===== src/rtl/rank_sched_pkg.sv =====
// rank_sched_pkg: shared definitions for the score ranking path.
//   - Message codes emitted by the game FSM (4-bit). Only MSG_PUN and
//     MSG_CLR are acted on by rank_sched; the others belong to the game.
//   - FSM state encoding for rank_sched.
package rank_sched_pkg;

  // Game FSM message codes
  localparam logic [3:0] MSG_NONE  = 4'b0000;
  localparam logic [3:0] MSG_START = 4'b0001;
  localparam logic [3:0] MSG_HIT   = 4'b0010;
  localparam logic [3:0] MSG_MISS  = 4'b0011;
  localparam logic [3:0] MSG_PUN   = 4'b1000;  // insert score on pun
  localparam logic [3:0] MSG_CLR   = 4'b1001;  // clear the leaderboard

  typedef enum logic [2:0] {
    ST_IDLE,
    ST_SCAN,
    ST_SHIFT,
    ST_CLEAR,
    ST_DONE
  } state_t;

endpackage


===== src/rtl/rank_sched_table.sv =====
// rank_table: DEPTH-entry leaderboard storage with per-entry valid bits.
//   clk, rst           clock, asynchronous active-high reset
//   clr                invalidate every entry
//   shift_en/shift_idx entry[shift_idx] <= entry[shift_idx-1] (value+valid)
//   wr_en/wr_idx/wr_pun write a valid entry
//   scan_idx -> scan_pun/scan_ok   combinational read for the FSM scan
//   rd_idx   -> rd_pun/rd_ok       combinational read for the display
//   head_pun/head_ok               entry 0 (best score)
module rank_table #(
  parameter int PUN_BITS = 7,
  parameter int DEPTH    = 4,
  parameter int IDX_W    = $clog2(DEPTH)
) (
  input  logic                clk,
  input  logic                rst,
  input  logic                clr,
  input  logic                shift_en,
  input  logic [IDX_W-1:0]    shift_idx,
  input  logic                wr_en,
  input  logic [IDX_W-1:0]    wr_idx,
  input  logic [PUN_BITS-1:0] wr_pun,
  input  logic [IDX_W-1:0]    scan_idx,
  output logic [PUN_BITS-1:0] scan_pun,
  output logic                scan_ok,
  input  logic [IDX_W-1:0]    rd_idx,
  output logic [PUN_BITS-1:0] rd_pun,
  output logic                rd_ok,
  output logic [PUN_BITS-1:0] head_pun,
  output logic                head_ok
);

  logic [PUN_BITS-1:0] vals [DEPTH];
  logic [DEPTH-1:0]    vld;

  // NOTE: the entry array is small and its reset contents (all zero) are
  // observable on the read port, so it is reset like ordinary flops rather
  // than left uninitialised as a RAM would be.
  always_ff @(posedge clk or posedge rst) begin
    if (rst) begin
      for (int i = 0; i < DEPTH; i++) vals[i] <= '0;
      vld <= '0;
    end else if (clr) begin
      vld <= '0;
    end else if (shift_en) begin
      // Caller guarantees shift_idx > 0 while shifting.
      vals[shift_idx] <= vals[shift_idx - 1'b1];
      vld[shift_idx]  <= vld[shift_idx - 1'b1];
    end else if (wr_en) begin
      vals[wr_idx] <= wr_pun;
      vld[wr_idx]  <= 1'b1;
    end
  end

  assign scan_pun = vals[scan_idx];
  assign scan_ok  = vld[scan_idx];
  assign rd_pun   = vals[rd_idx];
  assign rd_ok    = vld[rd_idx];
  assign head_pun = vals[0];
  assign head_ok  = vld[0];

endmodule


===== src/rtl/rank_sched.sv =====
// rank_sched: captures scores from the game FSM and inserts them into a
// sorted top-DEPTH leaderboard (lower is better), one entry per cycle.
//   clk, rst          clock, asynchronous active-high reset
//   data, data_valid  message code and one-cycle qualifier
//   pun               score accompanying an insert message
//   busy, done        operation in progress / one-cycle completion pulse
//   mpun, apun        best stored score / last accepted score
//   count             number of valid entries
//   rd_idx -> rd_pun, rd_ok   display read port (combinational)
module rank_sched
  import rank_sched_pkg::*;
#(
  parameter int MENS_BITS = 4,
  parameter int PUN_BITS  = 7,
  parameter int DEPTH     = 4,
  parameter int IDX_W     = $clog2(DEPTH),
  parameter int CNT_W     = $clog2(DEPTH + 1)
) (
  input  logic                 clk,
  input  logic                 rst,
  input  logic [MENS_BITS-1:0] data,
  input  logic                 data_valid,
  input  logic [PUN_BITS-1:0]  pun,
  output logic                 busy,
  output logic                 done,
  output logic [PUN_BITS-1:0]  mpun,
  output logic [PUN_BITS-1:0]  apun,
  output logic [CNT_W-1:0]     count,
  input  logic [IDX_W-1:0]     rd_idx,
  output logic [PUN_BITS-1:0]  rd_pun,
  output logic                 rd_ok
);

  localparam logic [IDX_W-1:0] LAST_IDX = IDX_W'(DEPTH - 1);
  localparam logic [CNT_W-1:0] FULL_CNT = CNT_W'(DEPTH);

  state_t              state;
  logic [PUN_BITS-1:0] cand;
  logic [IDX_W-1:0]    idx, pos, sidx;

  logic [PUN_BITS-1:0] scan_pun, head_pun;
  logic                scan_ok, head_ok;
  logic                insert_here;

  // Strict compare: a tie lands after the existing equal entries.
  assign insert_here = !scan_ok || (cand < scan_pun);

  rank_table #(
    .PUN_BITS (PUN_BITS),
    .DEPTH    (DEPTH),
    .IDX_W    (IDX_W)
  ) u_table (
    .clk       (clk),
    .rst       (rst),
    .clr       (state == ST_CLEAR),
    .shift_en  ((state == ST_SHIFT) && (sidx != pos)),
    .shift_idx (sidx),
    .wr_en     ((state == ST_SHIFT) && (sidx == pos)),
    .wr_idx    (pos),
    .wr_pun    (cand),
    .scan_idx  (idx),
    .scan_pun  (scan_pun),
    .scan_ok   (scan_ok),
    .rd_idx    (rd_idx),
    .rd_pun    (rd_pun),
    .rd_ok     (rd_ok),
    .head_pun  (head_pun),
    .head_ok   (head_ok)
  );

  // NOTE: all state here is updated with non-blocking assignments so every
  // register samples pre-edge values, independent of statement order.
  always_ff @(posedge clk or posedge rst) begin
    if (rst) begin
      state <= ST_IDLE;
      cand  <= '0;
      idx   <= '0;
      pos   <= '0;
      sidx  <= '0;
      count <= '0;
      mpun  <= '1;
      apun  <= '0;
      busy  <= 1'b0;
      done  <= 1'b0;
    end else begin
      done <= 1'b0;
      case (state)
        ST_IDLE: begin
          // Messages arriving in any other state are silently dropped.
          if (data_valid && data == MENS_BITS'(MSG_PUN)) begin
            cand  <= pun;
            apun  <= pun;
            idx   <= '0;
            busy  <= 1'b1;
            state <= ST_SCAN;
          end else if (data_valid && data == MENS_BITS'(MSG_CLR)) begin
            busy  <= 1'b1;
            state <= ST_CLEAR;
          end
        end
        ST_SCAN: begin
          if (insert_here) begin
            pos   <= idx;
            sidx  <= LAST_IDX;
            state <= ST_SHIFT;
          end else if (idx == LAST_IDX) begin
            done  <= 1'b1;
            state <= ST_DONE;
          end else begin
            idx <= idx + 1'b1;
          end
        end
        ST_SHIFT: begin
          // Always walks from the bottom entry up, so insert latency does
          // not depend on the insert position; the bottom entry falls off.
          if (sidx == pos) begin
            if (count != FULL_CNT) count <= count + 1'b1;
            done  <= 1'b1;
            state <= ST_DONE;
          end else begin
            sidx <= sidx - 1'b1;
          end
        end
        ST_CLEAR: begin
          count <= '0;
          mpun  <= '1;
          done  <= 1'b1;
          state <= ST_DONE;
        end
        ST_DONE: begin
          mpun  <= head_ok ? head_pun : '1;
          busy  <= 1'b0;
          state <= ST_IDLE;
        end
        default: begin
          busy  <= 1'b0;
          state <= ST_IDLE;
        end
      endcase
    end
  end

endmodule


===== config.mk =====
export PLATFORM = sky130hd
export DESIGN_NAME = rank_sched
export DESIGN_NICKNAME = d
export VERILOG_FILES = /design/src/rtl/rank_sched_pkg.sv /design/src/rtl/rank_sched_table.sv /design/src/rtl/rank_sched.sv
export SDC_FILE = /design/constraint.sdc
export NUM_CORES = 1
export LEC_CHECK = 0
export CAP_MARGIN = 20
export CORE_ASPECT_RATIO = 0.7
export CORE_MARGIN = 4
export CORE_UTILIZATION = 50
export DETAILED_ROUTE_END_ITERATION = 8
export PLACE_DENSITY = 0.71
export SKIP_CTS_REPAIR_TIMING = 1
export SYNTH_ARGS = -nofsm -noshare
export SYNTH_HDL_FRONTEND = slang
export SYNTH_SLANG_ARGS = --single-unit

===== constraint.sdc =====
create_clock -name clk -period 3.2 [get_ports clk]
set_clock_uncertainty 0.1 [all_clocks]
set_input_delay 0.48 -clock clk [delete_from_list [all_inputs] [get_ports clk]]
set_output_delay 0.48 -clock clk [all_outputs]
set_load 0.005 [all_outputs]

==> results of run 1 <==
Yosys cell counts, types with 7 or more instances:
cell type	count	area [um^2]
a21oi_1	21	105
a22oi_1	14	105
a32oi_1	7	61.3
buf_2	7	35.0
clkbuf_1	14	52.6
dfrtp_1	53	1330
dfstp_2	7	184
ha_1	13	163
inv_1	20	75.1
mux2_1	10	113
mux4_2	23	518
nand2_1	19	71.3
nand3_1	7	35.0
nor2_1	20	75.1
nor2b_1	13	81.3
o21ai_0	17	85.1
o21ai_1	9	45.0
o2bb2ai_1	8	70.1
o311ai_0	7	61.3
registers in the layout (all words and copies together) (netlist names), 2 cells and up:
signal / flops
u_table.vld: 4
pos: 2
idx: 2
cand: 7
u_table.vals: 21
sidx: 2
count: 3
mpun: 7
state: 3
u_table.head_pun: 7
how the worst max path moves through the flow:
stage	slack, ns	startpoint	end
final	0.38	rd_idx[1]	rd_pun[6]
after detailed placement	0.39	rd_idx[1]	rd_pun[6]
after floorplan	0.58	idx[0]	pos[0]
after CTS	0.39	rd_idx[1]	rd_pun[6]
after global placement	0.41	rd_idx[1]	rd_pun[6]
after global routing	0.22	idx[0]	pos[1]
worst register-to-register path, cell delays in order, from the launching register on:
cell and delay [ns]:
dfrtp_1 0.50, mux4_2 0.58, inv_1 0.08, ha_1 0.25
a21oi_1 0.17, a21oi_1 0.09, a211oi_2 0.38, o21ai_2 0.18
mux2_1 0.33
final cells by class:
class / instances / area, um^2 / share of cell area
Multi-Input combinational cell: 254 / 2130 / 0.469
Sequential cell: 60 / 1510 / 0.332
Timing Repair Buffer: 54 / 510 / 0.112
Clock buffer: 15 / 186 / 0.0410
Tap cell: 98 / 123 / 0.0270
Inverter: 21 / 78.8 / 0.0173
Clock inverter: 1 / 5.00 / 0.00110
where the power goes:
| group | switching [mW] | internal [mW] | total (mW) |
|---|---|---|---|
| Sequential | 0.489 | 1.10 | 1.59 |
| Clock | 0.302 | 0.366 | 0.667 |
| Combinational | 1.30 | 1.24 | 2.54 |
| Total | 2.09 | 2.71 | 4.80 |
logic make-up after synthesis:
group / Yosys count / share of synthesized area
buf+inv: 46 / 0.0530
xor+xnor: 4 / 0.00910
fa+ha+maj: 13 / 0.0423
simple gates: 92 / 0.131
mux: 38 / 0.178
compound gates: 107 / 0.194
flops: 60 / 0.392
metal layers:
layer	global-route usage	vias to the layer above	wire length, um	part of all wire
met1	0.372	1560	4950	0.46
li1	-	1447	-	-
met5	0	-	0	0
met3	0.0759	20	1110	0.10
met4	0.0672	0	143	0.013
met2	0.375	187	4630	0.43
==> impl_metrics.yaml, run 1 <==
clocking:
  cts.sinks: 60
  clkSlewWorstSetupHoldPaths_ns: 0.07
  clk-insertion-delay-late_ns: 0.35
  cts_buffers: 9
  cts.htree.levels: 3
  cts_tree: "built"
  clock_tree.root_cell: "clkbuf_8"
  clockBufferDepth: 2
sta:
  slew_viol_final: 0
  rsz0062_at_grt: "false"
  period_needed_ns: 2.82
  finalSetupTns_ns: 0
  slew_headroom: 0.516
  finalHoldViolCount: 0
  setup_viol: 0
  setup_slack_ns: 0.379
  fmax_mhz: 355
  tightest_slew_ns: 0.725
  finalCritPeriodShare: 0.881
  worst_hold_slack_ns: 0.417
place:
  finalWeightedCongestion: 0.947
  dp.final_hpwl_mm: 7.76
  place_ws_ns: 0.395
  io_buffer_count: 42
  place_area_um2: 4360
  place_inst: 487
synthesis:
  syn_inst: 360
  synth_seq_cells: 60
  synth.yosys.warnings: 0
  async_flop_share: 1.00
  ys_types: 50
  synth_seq_area_share: 0.392
  netlist_area_um2: 3850
  avgSynthCellArea_um2: 10.7
  synth_nets: 389
  synth_edf_count: 0
  ys.flop_type: "dfrtp_1"
setup_path:
  crit_type: "primary input to primary output"
  startpoint_type: "primary input"
  r2r_start: "idx[0]"
  crit_top_cell: "clkdlybuf4s50_1"
  cp_num_cells: 3
  cp_top_family: "buffers and inverters"
  endpoint_kind: "primary output"
  worst-path-max-fanout: 6
  cp_slowest_cell: "clkdlybuf4s50_1"
  reg2reg_to: "pos[1]"
  r2r_slack_ns: 0.42
  worstPathArrival_ns: 2.24
  crit_chain: "clkdlybuf4s50_1 > mux4_2 > clkdlybuf4s50_1"
  critPathRequiredTime_ns: 2.62
  worstRegToRegCells: 8
  critPathMaxStageDelay_ns: 0.74
  path_buf_inv: 2
worst_hold_path:
  whs_path_depth: 2
  holdPathEnd: "busy"
  hold_class: "register to register"
  hold_start: "busy"
global_route:
  grt_pass1_wl_mm: 18.0
  grt_overflow: 0
  antenna_found_initial: 0
  grt_pass1_vias: 3295
  grt_max_degree: 34
  grt_usage: 0.256
routing:
  firstDrtPassIters: 5
  drc: 0
  vias_per_cell: 6.39
  wl_per_cell_um: 21.5
  drt_iter0_markers: 377
  totalWireLength_mm: 10.8
  vias: 3214
  ant_nets: 0
job:
  cap_violations: 0
final_layout:
  fin_nets: 429
  final_cells: 503
  stdcell_area_um2: 4550
  area_delta_synth_final_pct: 18.2
  n_fill_cell: 625
  final_cell_mix: "dfrtp_1, clkdlybuf4s50_1, mux4_2"
  final_core_util: 0.616
  diodes: 0
  final_common_cell: "dfrtp_1"
  layout-drive-gt1-share: 0.178
floorplan:
  die_w_um: 113
  rows: 26
  dieArea_um2: 9190
  ios: 43
  core_um2: 7380
  start_util: 0.521
  die-height_um: 81.4
power:
  p_total_mw: 4.80
  p_per_area_nw_per_um2: 1050
  vdd.ir_drop.worst_mv: 0.513
  leakage_nw: 1.87
outcome:
  status: "completed"
Note: power is estimated with default switching activity, not from simulation.
==> run 2, diff against run 1 <==
Settings changed: CTS_BUF_LIST set to sky130_fd_sc_hd__clkbuf_16.
==> impl_metrics.yaml, run 2 (synthesis gave the netlist of run 1 again) <==
outcome:
  status: "completed"
power:
  p_comb_frac: 0.512
  p_total_mw: 4.98
  power_frac_clock: 0.167
  seq_power_share: 0.320
  swShare: 0.428
  leakage_nw: 1.90
  p_switching_mw: 2.13
  p_int_mw: 2.85
  p_per_area_nw_per_um2: 1080
  vdd.ir_drop.worst_mv: 0.508
final_layout:
  layout-drive-gt1-share: 0.168
  final_cell_mix: "dfrtp_1, clkdlybuf4s50_1, mux4_2"
  area_delta_synth_final_pct: 19.8
  final_common_cell: "dfrtp_1"
  regMostFlops: "u_table.vals"
  final_core_util: 0.624
  largest_reg_flops: 21
  multi_input_area_um2: 2130
  n_fill_cell: 610
  fin_nets: 429
  diodes: 0
  stdcell_area_um2: 4610
  regArea_um2: 1510
worst_hold_path:
  whs_path_depth: 2
  hold_class: "register to register"
place:
  io_buffer_count: 42
  finalWeightedCongestion: 0.947
  dp.final_hpwl_mm: 7.76
  place_area_um2: 4360
setup_path:
  critPathRequiredTime_ns: 2.62
  crit_top_cell: "clkdlybuf4s50_1"
  cp_slowest_cell: "clkdlybuf4s50_1"
  worstPathArrival_ns: 2.24
  crit_chain: "clkdlybuf4s50_1 > mux4_2 > clkdlybuf4s50_1"
  critPathMaxStageDelay_ns: 0.74
  endpoint_kind: "primary output"
  startpoint_type: "primary input"
  worstRegToRegCells: 8
  crit_type: "primary input to primary output"
  worst-path-max-fanout: 6
sta:
  fmax_mhz: 355
  slew_viol_final: 0
  worst_hold_slack_ns: 0.415
  finalCritPeriodShare: 0.880
  slew_headroom: 0.522
  setup_viol: 0
  rsz0062_at_grt: "false"
  period_needed_ns: 2.82
  finalSetupTns_ns: 0
  tightest_slew_ns: 0.715
  finalHoldViolCount: 0
routing:
  wl_per_cell_um: 21.7
  vias: 3294
  vias_per_cell: 6.55
  ant_nets: 0
  totalWireLength_mm: 10.9
  drc: 0
  drt_iter0_markers: 387
  firstDrtPassIters: 5
floorplan:
  rows: 26
  die_w_um: 113
  die-height_um: 81.4
  core_um2: 7380
  start_util: 0.521
  ios: 43
  dieArea_um2: 9190
clocking:
  clkSlewWorstSetupHoldPaths_ns: 0.05
  clock_tree.root_cell: "clkbuf_16"
  cts_buffers: 9
  cts_tree: "built"
  cts.sinks: 60
  cts.htree.levels: 3
  clk-insertion-delay-late_ns: 0.32
  clockBufferDepth: 2
global_route:
  antenna_found_initial: 0
  grt_overflow: 0
  grt_pass1_vias: 3307
  grt_usage: 0.255
  grt_pass1_wl_mm: 18.0
  grt_max_degree: 34
job:
  cap_violations: 0
-- run 2: changes by cell type in the layout (fill, tap and decap cells not counted) --
cell | previous run | this run
clkbuf_16 | 0 | 9
clkbuf_1 | 2 | 0
clkinv_1 | 0 | 4
inv_1 | 19 | 21
clkbuf_8 | 13 | 0
-- run 2: stage by stage --
step                      std cells  worst slack (ns)
after detailed placement        487             0.395
final                           503             0.383
after floorplan                 360             0.581
after global placement          487             0.409
after global routing            503             0.219
after CTS                       503             0.394
-- run 2: final timing paths --
check | slack, ns | endpoint | from
max in group asynchronous | 1.75 | mpun[5] | rst
max | 0.38 | rd_pun[6] | rd_idx[1]
min | 0.42 | busy | busy
max reg2reg | 0.41 | pos[1] | idx[0]
min in group asynchronous | 0.49 | u_table.vals[11] | rst
min reg2reg | 0.42 | busy | busy
-- run 2: layout make-up --
type | instances | share of cell area
inverters | 21 | 0.0171
repair buffers | 54 | 0.111
multi-input cells | 254 | 0.463
well taps | 98 | 0.0266
clock buffers | 9 | 0.0489
clock inverters | 7 | 0.00597
flip-flops and latches | 60 | 0.328
-- run 2: power groups by stage --
stage	Clock [mW]	Combinational, mW	Sequential [mW]
floorplan	0	1.79	1.39
global placement	0	2.43	1.57
detailed placement	0	2.51	1.59
CTS	0.843	2.53	1.58
global route	0.884	2.80	1.64
finish	0.835	2.55	1.60
-- run 2: layer usage --
| layer | part of all wire | up-vias | global-route usage | wire length [um] |
|---|---|---|---|---|
| met3 | 0.11 | 15 | 0.0663 | 1250 |
| li1 | - | 1457 | - | - |
| met1 | 0.44 | 1607 | 0.378 | 4820 |
| met5 | 0 | - | 0 | 0 |
| met4 | 0.0090 | 0 | 0.0552 | 98 |
| met2 | 0.43 | 215 | 0.379 | 4720 |
-- run 2: critical path, delay by kind of cell --
kind | cells | cell delay (ns)
buf+inv | 2 | 1.20
mux | 1 | 0.55
==> run 3, diff against run 2 <==
Settings changed: CAP_MARGIN 20 to 0.
==> results of run 3 <==
Final layout, timing and power as in run 2 (identical DEF).
